**src/rtl/game_controller.sv**
```systemverilog
// Mode sequencer for system_memory_v3: turns one-cycle host commands into
// correctly timed LOAD/RUN/OUTPUT strobes and qualifies the serial output.
module game_controller #(
    parameter int DATA_SIZE = 5,
    parameter int GEN_WIDTH = 8
) (
    input  logic                 CLK,
    input  logic                 RESET,
    input  logic                 START_LOAD,
    input  logic                 START_RUN,
    input  logic [GEN_WIDTH-1:0] GEN_COUNT,
    input  logic                 START_OUTPUT,
    input  logic                 HOST_SERIAL_IN,
    input  logic                 HOST_VALID,
    output logic                 HOST_READY,
    input  logic                 MEM_SERIAL_OUT,
    output logic                 SERIAL_IN,
    output logic                 LOAD_MODE,
    output logic                 RUN_MODE,
    output logic                 OUTPUT_MODE,
    output logic                 OUT_DATA,
    output logic                 OUT_VALID,
    output logic                 BUSY,
    output logic                 DONE
);

    localparam int CW = $clog2(DATA_SIZE + 1);

    localparam logic [1:0] S_IDLE   = 2'd0;
    localparam logic [1:0] S_LOAD   = 2'd1;
    localparam logic [1:0] S_RUN    = 2'd2;
    localparam logic [1:0] S_OUTPUT = 2'd3;

    localparam logic [CW-1:0]        C_LAST  = CW'(DATA_SIZE - 1);
    localparam logic [CW-1:0]        C_DRAIN = CW'(DATA_SIZE);
    localparam logic [CW-1:0]        C_ONE   = CW'(1'b1);
    localparam logic [GEN_WIDTH-1:0] G_ONE   = GEN_WIDTH'(1'b1);

    logic [1:0]           r_state;
    logic [CW-1:0]        r_bit_cnt;
    logic [GEN_WIDTH-1:0] r_gen_cnt;
    logic                 r_run_mode;
    logic                 r_output_mode;
    logic                 r_out_valid;
    logic                 r_out_data;
    logic                 r_busy;
    logic                 r_done;

    logic [1:0]           w_state_nx;
    logic [CW-1:0]        w_bit_cnt_nx;
    logic [GEN_WIDTH-1:0] w_gen_cnt_nx;
    logic                 w_done_nx;
    logic                 w_accept;

    // Zero-latency load handshake: a bit is accepted and shifted on the same edge.
    assign w_accept    = (r_state == S_LOAD) && HOST_VALID;
    assign HOST_READY  = (r_state == S_LOAD);
    assign LOAD_MODE   = w_accept;
    assign SERIAL_IN   = HOST_SERIAL_IN;

    assign RUN_MODE    = r_run_mode;
    assign OUTPUT_MODE = r_output_mode;
    assign OUT_VALID   = r_out_valid;
    assign OUT_DATA    = r_out_data;
    assign BUSY        = r_busy;
    assign DONE        = r_done;

    // Next state and counters; RUN beats LOAD beats OUTPUT when starts collide.
    always_comb begin
        w_state_nx   = r_state;
        w_bit_cnt_nx = r_bit_cnt;
        w_gen_cnt_nx = r_gen_cnt;
        w_done_nx    = 1'b0;
        case (r_state)
            S_IDLE: begin
                if (START_RUN) begin
                    if (GEN_COUNT == '0) begin
                        w_done_nx = 1'b1;
                    end else begin
                        w_state_nx   = S_RUN;
                        w_gen_cnt_nx = GEN_COUNT;
                    end
                end else if (START_LOAD) begin
                    w_state_nx   = S_LOAD;
                    w_bit_cnt_nx = '0;
                end else if (START_OUTPUT) begin
                    w_state_nx   = S_OUTPUT;
                    w_bit_cnt_nx = '0;
                end else begin
                    w_state_nx = S_IDLE;
                end
            end
            S_LOAD: begin
                if (HOST_VALID) begin
                    if (r_bit_cnt == C_LAST) begin
                        w_state_nx   = S_IDLE;
                        w_bit_cnt_nx = '0;
                        w_done_nx    = 1'b1;
                    end else begin
                        w_bit_cnt_nx = r_bit_cnt + C_ONE;
                    end
                end else begin
                    w_bit_cnt_nx = r_bit_cnt;
                end
            end
            S_RUN: begin
                if (r_gen_cnt <= G_ONE) begin
                    w_state_nx   = S_IDLE;
                    w_gen_cnt_nx = '0;
                    w_done_nx    = 1'b1;
                end else begin
                    w_gen_cnt_nx = r_gen_cnt - G_ONE;
                end
            end
            S_OUTPUT: begin
                // Count DATA_SIZE shift cycles plus one drain cycle.
                if (r_bit_cnt == C_DRAIN) begin
                    w_state_nx   = S_IDLE;
                    w_bit_cnt_nx = '0;
                    w_done_nx    = 1'b1;
                end else begin
                    w_bit_cnt_nx = r_bit_cnt + C_ONE;
                end
            end
            default: begin
                w_state_nx   = S_IDLE;
                w_bit_cnt_nx = '0;
                w_gen_cnt_nx = '0;
            end
        endcase
    end

    // State, counters and registered outputs derived from the next state.
    always_ff @(posedge CLK) begin
        if (!RESET) begin
            r_state       <= S_IDLE;
            r_bit_cnt     <= '0;
            r_gen_cnt     <= '0;
            r_run_mode    <= 1'b0;
            r_output_mode <= 1'b0;
            r_out_valid   <= 1'b0;
            r_out_data    <= 1'b0;
            r_busy        <= 1'b0;
            r_done        <= 1'b0;
        end else begin
            r_state       <= w_state_nx;
            r_bit_cnt     <= w_bit_cnt_nx;
            r_gen_cnt     <= w_gen_cnt_nx;
            r_run_mode    <= (w_state_nx == S_RUN);
            r_output_mode <= (w_state_nx == S_OUTPUT) && (w_bit_cnt_nx < C_DRAIN);
            r_out_valid   <= r_output_mode;
            r_out_data    <= MEM_SERIAL_OUT;
            r_busy        <= (w_state_nx != S_IDLE);
            r_done        <= w_done_nx;
        end
    end

endmodule
```
**config.mk**
```make
export PLATFORM = sky130hd
export DESIGN_NAME = game_controller
export DESIGN_NICKNAME = d
export VERILOG_FILES = /design/src/rtl/game_controller.sv
export SDC_FILE = /design/constraint.sdc
export NUM_CORES = 1
export LEC_CHECK = 0
export BUFFER_PORTS_ARGS = -buffer_cell sky130_fd_sc_hd__buf_4
export CAP_MARGIN = 15
export CORE_MARGIN = 2
export CORE_UTILIZATION = 59
export CTS_CLUSTER_SIZE = 10
export DETAILED_ROUTE_END_ITERATION = 16
export HOLD_SLACK_MARGIN = 0.1
export PLACE_DENSITY = 0.84
export SLEW_MARGIN = 25
export SYNTH_ARGS = -nofsm -noshare
export SYNTH_HDL_FRONTEND = slang
export SYNTH_SLANG_ARGS = --single-unit
```
**constraint.sdc**
```tcl
create_clock -name CLK -period 3.4 [get_ports CLK]
set_clock_uncertainty 0.2 [all_clocks]
set_input_delay 0 -clock CLK [delete_from_list [all_inputs] [get_ports CLK]]
set_output_delay 0 -clock CLK [all_outputs]
set_load 0.005 [all_outputs]
```
==> results.sh <==
export IMPL_status="finished, final reports clean"
export IMPL_cp_start_kind="register"
export IMPL_hold_end="OUT_VALID"
export IMPL_coreArea_mm2=0.00217
export IMPL_nFillCells=160
export IMPL_r2r_end="r_gen_cnt[0]"
export IMPL_clockPowerShare=0.174
export IMPL_start_util=0.607
export IMPL_hold_violations=0
export IMPL_comb_power_share=0.387
export IMPL_regToRegStartpoint="r_state[1]"
export IMPL_cts_hold_buf=22
export IMPL_finalSetupTns_ps=0
export IMPL_crit_family="flip-flops"
export IMPL_num_rows=17
export IMPL_final_max_slew_viol_count=0
export IMPL_synth_xor_xnor_area_share=0
export IMPL_grtUsageTotal=0.279
export IMPL_sequentialPowerShare=0.439
export IMPL_place_congestion=0.915
export IMPL_syn_mean_instance_area_um2=8.78
export IMPL_tritoncts="built"
export IMPL_diodes=0
export IMPL_clk_pin_slew_ps=110
export IMPL_dp_cells=191
export IMPL_rsz0062_at_grt="no"
export IMPL_drtAntennaViolNets=0
export IMPL_viasPerCell=6.03
export IMPL_multi_input_area_um2=816
export IMPL_dr_pass1_iters=4
export IMPL_fp_dieH_um=51.2
export IMPL_clockRootBuffer="clkbuf_4"
export IMPL_numCtsBuffers=3
export IMPL_post_cts_buffers=0
export IMPL_synth_nets=172
export IMPL_hold_class="reg -> reg"
export IMPL_die_w_um=51.2
export IMPL_yosys_register_bits=19
export IMPL_synth_top_family_by_area="compound AO/OA/AOI/OAI gates"
export IMPL_drive_gt1_frac=0.212
export IMPL_hp_start="OUTPUT_MODE"
export IMPL_io_pins=25
export IMPL_p_int_w=0.000420
export IMPL_synthSimpleGateAreaFrac=0.266
export IMPL_muxShareOfSynthArea=0.0171
export IMPL_tightest_slew_ps=763
export IMPL_dpl_hpwl_um=2100
export IMPL_final_cells=217
export IMPL_mostFrequentLayoutCells="22 x dlygate4sd3_1, 22 x buf_4, 19 x dfxtp_1, 19 x nand2_1, 8 x a21oi_1"
export IMPL_crit_chain="nand2b_1 > o311ai_0 > o211a_1 > dlygate4sd3_1"
export IMPL_drt_wl_total_um=3360
export IMPL_peakVddDrop_mv=0.275
export IMPL_port_buffers=22
export IMPL_pwr_density_cell_mw_per_mm2=395
export IMPL_num_vias=1309
export IMPL_areaGrowthSynthToFinish_pct=27.2
export IMPL_required_ps=3450
export IMPL_seq_area_um2=380
export IMPL_grt_ovfl_total=0
export IMPL_switching_share=0.366
export IMPL_ys_flop_type="dfxtp_1"
export IMPL_cts_max_path_buffers=2
export IMPL_r2r_worst_path_cells=4
export IMPL_drc_errors=0
export IMPL_synth_adder_area_share=0.0570
export IMPL_grt_first_pass_wirelength_um=5540
export IMPL_path_max_fanout=21
export IMPL_slowest_delay_ps=830
export IMPL_dieArea_mm2=0.00262
export IMPL_nNetsFinal=212
export IMPL_wl_per_cell_um=15.5
export IMPL_netlist_cell_type_count=54
export IMPL_synth_edff_count=0
export IMPL_setup_viol=0
export IMPL_syn_inst=150
export IMPL_cellLeakagePower_nw=0.691
export IMPL_path_buf_inv=1
export IMPL_grt_antenna_before_repair=0
export IMPL_crit_arrival_ps=2840
export IMPL_clock_fmax_ghz=0.358
export IMPL_fin_crit_sh=0.822
export IMPL_clock_latency_ps=290
export IMPL_hold_depth=1
export IMPL_cts_max_level=1
export IMPL_finalWorstPathRequiredPeriod_ps=2800
export IMPL_ys_seq_area_frac=0.289
export IMPL_drt_iter0_markers=36
export IMPL_ys_warn_count=0
export IMPL_rrSetupSlack_ps=600
export IMPL_crit_slowest_cell="dfxtp_1"
export IMPL_crit_path_end_kind="register"
export IMPL_startpoint="r_state[1]"
export IMPL_grt_max_degree=24
export IMPL_cts_resized=0
export IMPL_numClockSinks=19
export IMPL_grt_pass1_vias=1264
export IMPL_async_flop_share=0
export IMPL_switchingPower_w=0.000242
export IMPL_netlist_area_mm2=0.00132
export IMPL_max_slew_margin=0.491
export IMPL_synth_compound_area_frac=0.279
export IMPL_maxCapViolCount=0
export IMPL_path_class="reg -> reg"
[power groups by stage]
stage | combinational, W | clock (W) | sequential [W]
2_1_floorplan | 0.000196 | 0 | 0.000277
3_3_place_gp | 0.000220 | 0 | 0.000292
3_5_place_dp | 0.000225 | 0 | 0.000294
4_1_cts | 0.000249 | 0.000119 | 0.000289
5_1_grt | 0.000281 | 0.000126 | 0.000296
6_report | 0.000256 | 0.000115 | 0.000291
[worst reg2reg max path: stages, from the launching register on]
cell,delay [ps]
dfxtp_1,830
nand2b_1,520
o311ai_0,480
o211a_1,190
dlygate4sd3_1,530
[worst max-delay path by stage]
stage / to / slack, ps / depth (start not counted)
after detailed placement: RUN_MODE / 1120 / 4
after CTS: r_gen_cnt[0] / 660 / 4
after global placement: RUN_MODE / 1210 / 4
after global routing: r_gen_cnt[0] / 420 / 4
final: r_gen_cnt[0] / 600 / 4
after floorplan: r_gen_cnt[7] / 1550 / 5
[flip-flops by register name (all words and copies together), names as in the netlist]
| register | count |
|---|---|
| BUSY | 1 |
| RUN_MODE | 1 |
| r_bit_cnt | 3 |
| r_state | 2 |
| OUTPUT_MODE | 1 |
| DONE | 1 |
| r_gen_cnt | 8 |
| OUT_VALID | 1 |
| OUT_DATA | 1 |
[routing by layer]
metal | vias up | share of wire | GRT usage
met4 | 0 | 0.021 | 0.110
met3 | 8 | 0.052 | 0.0292
met1 | 617 | 0.40 | 0.316
met2 | 47 | 0.53 | 0.530
li1 | 637 | - | -
met5 | - | 0 | 0
[cell type report]
type	count	share of cell area
inverters	8	0.0179
multi-input cells	114	0.487
clock inverters	1	0.00299
well taps	28	0.0209
repair buffers	44	0.230
clock buffers	3	0.0135
flip-flops and latches	19	0.227
[cell families after synthesis]
group                      count (synthesis)
and+or+nand+nor                           58
AOI/OAI and AO/OA                         48
DFF                                       19
buffers and inverters                     17
adders and majority gates                  6
muxes                                      2
[cell usage after synthesis, drive strengths merged (2+ instances only)]
| library cell | number | area share |
|---|---|---|
| a21oi | 9 | 0.037 |
| a22o | 2 | 0.013 |
| a31o | 2 | 0.013 |
| and2 | 5 | 0.024 |
| buf | 9 | 0.068 |
| dfxtp | 19 | 0.29 |
| ha | 6 | 0.057 |
| inv | 8 | 0.023 |
| mux2 | 2 | 0.017 |
| nand2 | 19 | 0.054 |
| nand3 | 6 | 0.023 |
| nor2 | 6 | 0.019 |
| nor2b | 3 | 0.014 |
| nor3 | 3 | 0.011 |
| nor3b | 2 | 0.011 |
| nor4 | 3 | 0.037 |
| o211a | 2 | 0.015 |
| o211ai | 4 | 0.023 |
| o21ai | 10 | 0.047 |
| o311ai | 3 | 0.026 |
| o31ai | 3 | 0.021 |
| or2 | 2 | 0.011 |
| or4 | 3 | 0.026 |
[per-stage QoR]
stage | area, um2 | hold WS [ps] | util | total power (W) | worst slack [ps]
finish | 1670 | 300 | 0.772 | 0.000662 | 604
global route | 1670 | 326 | 0.772 | 0.000702 | 418
CTS | 1670 | 304 | 0.772 | 0.000658 | 659
detailed placement | 1430 | -200 | 0.657 | 0.000519 | 1120
global placement | 1430 | -200 | 0.657 | 0.000512 | 1210
floorplan | 1320 | -119 | - | 0.000473 | 1550
No activity file was read; power rests on OpenSTA's default activity.
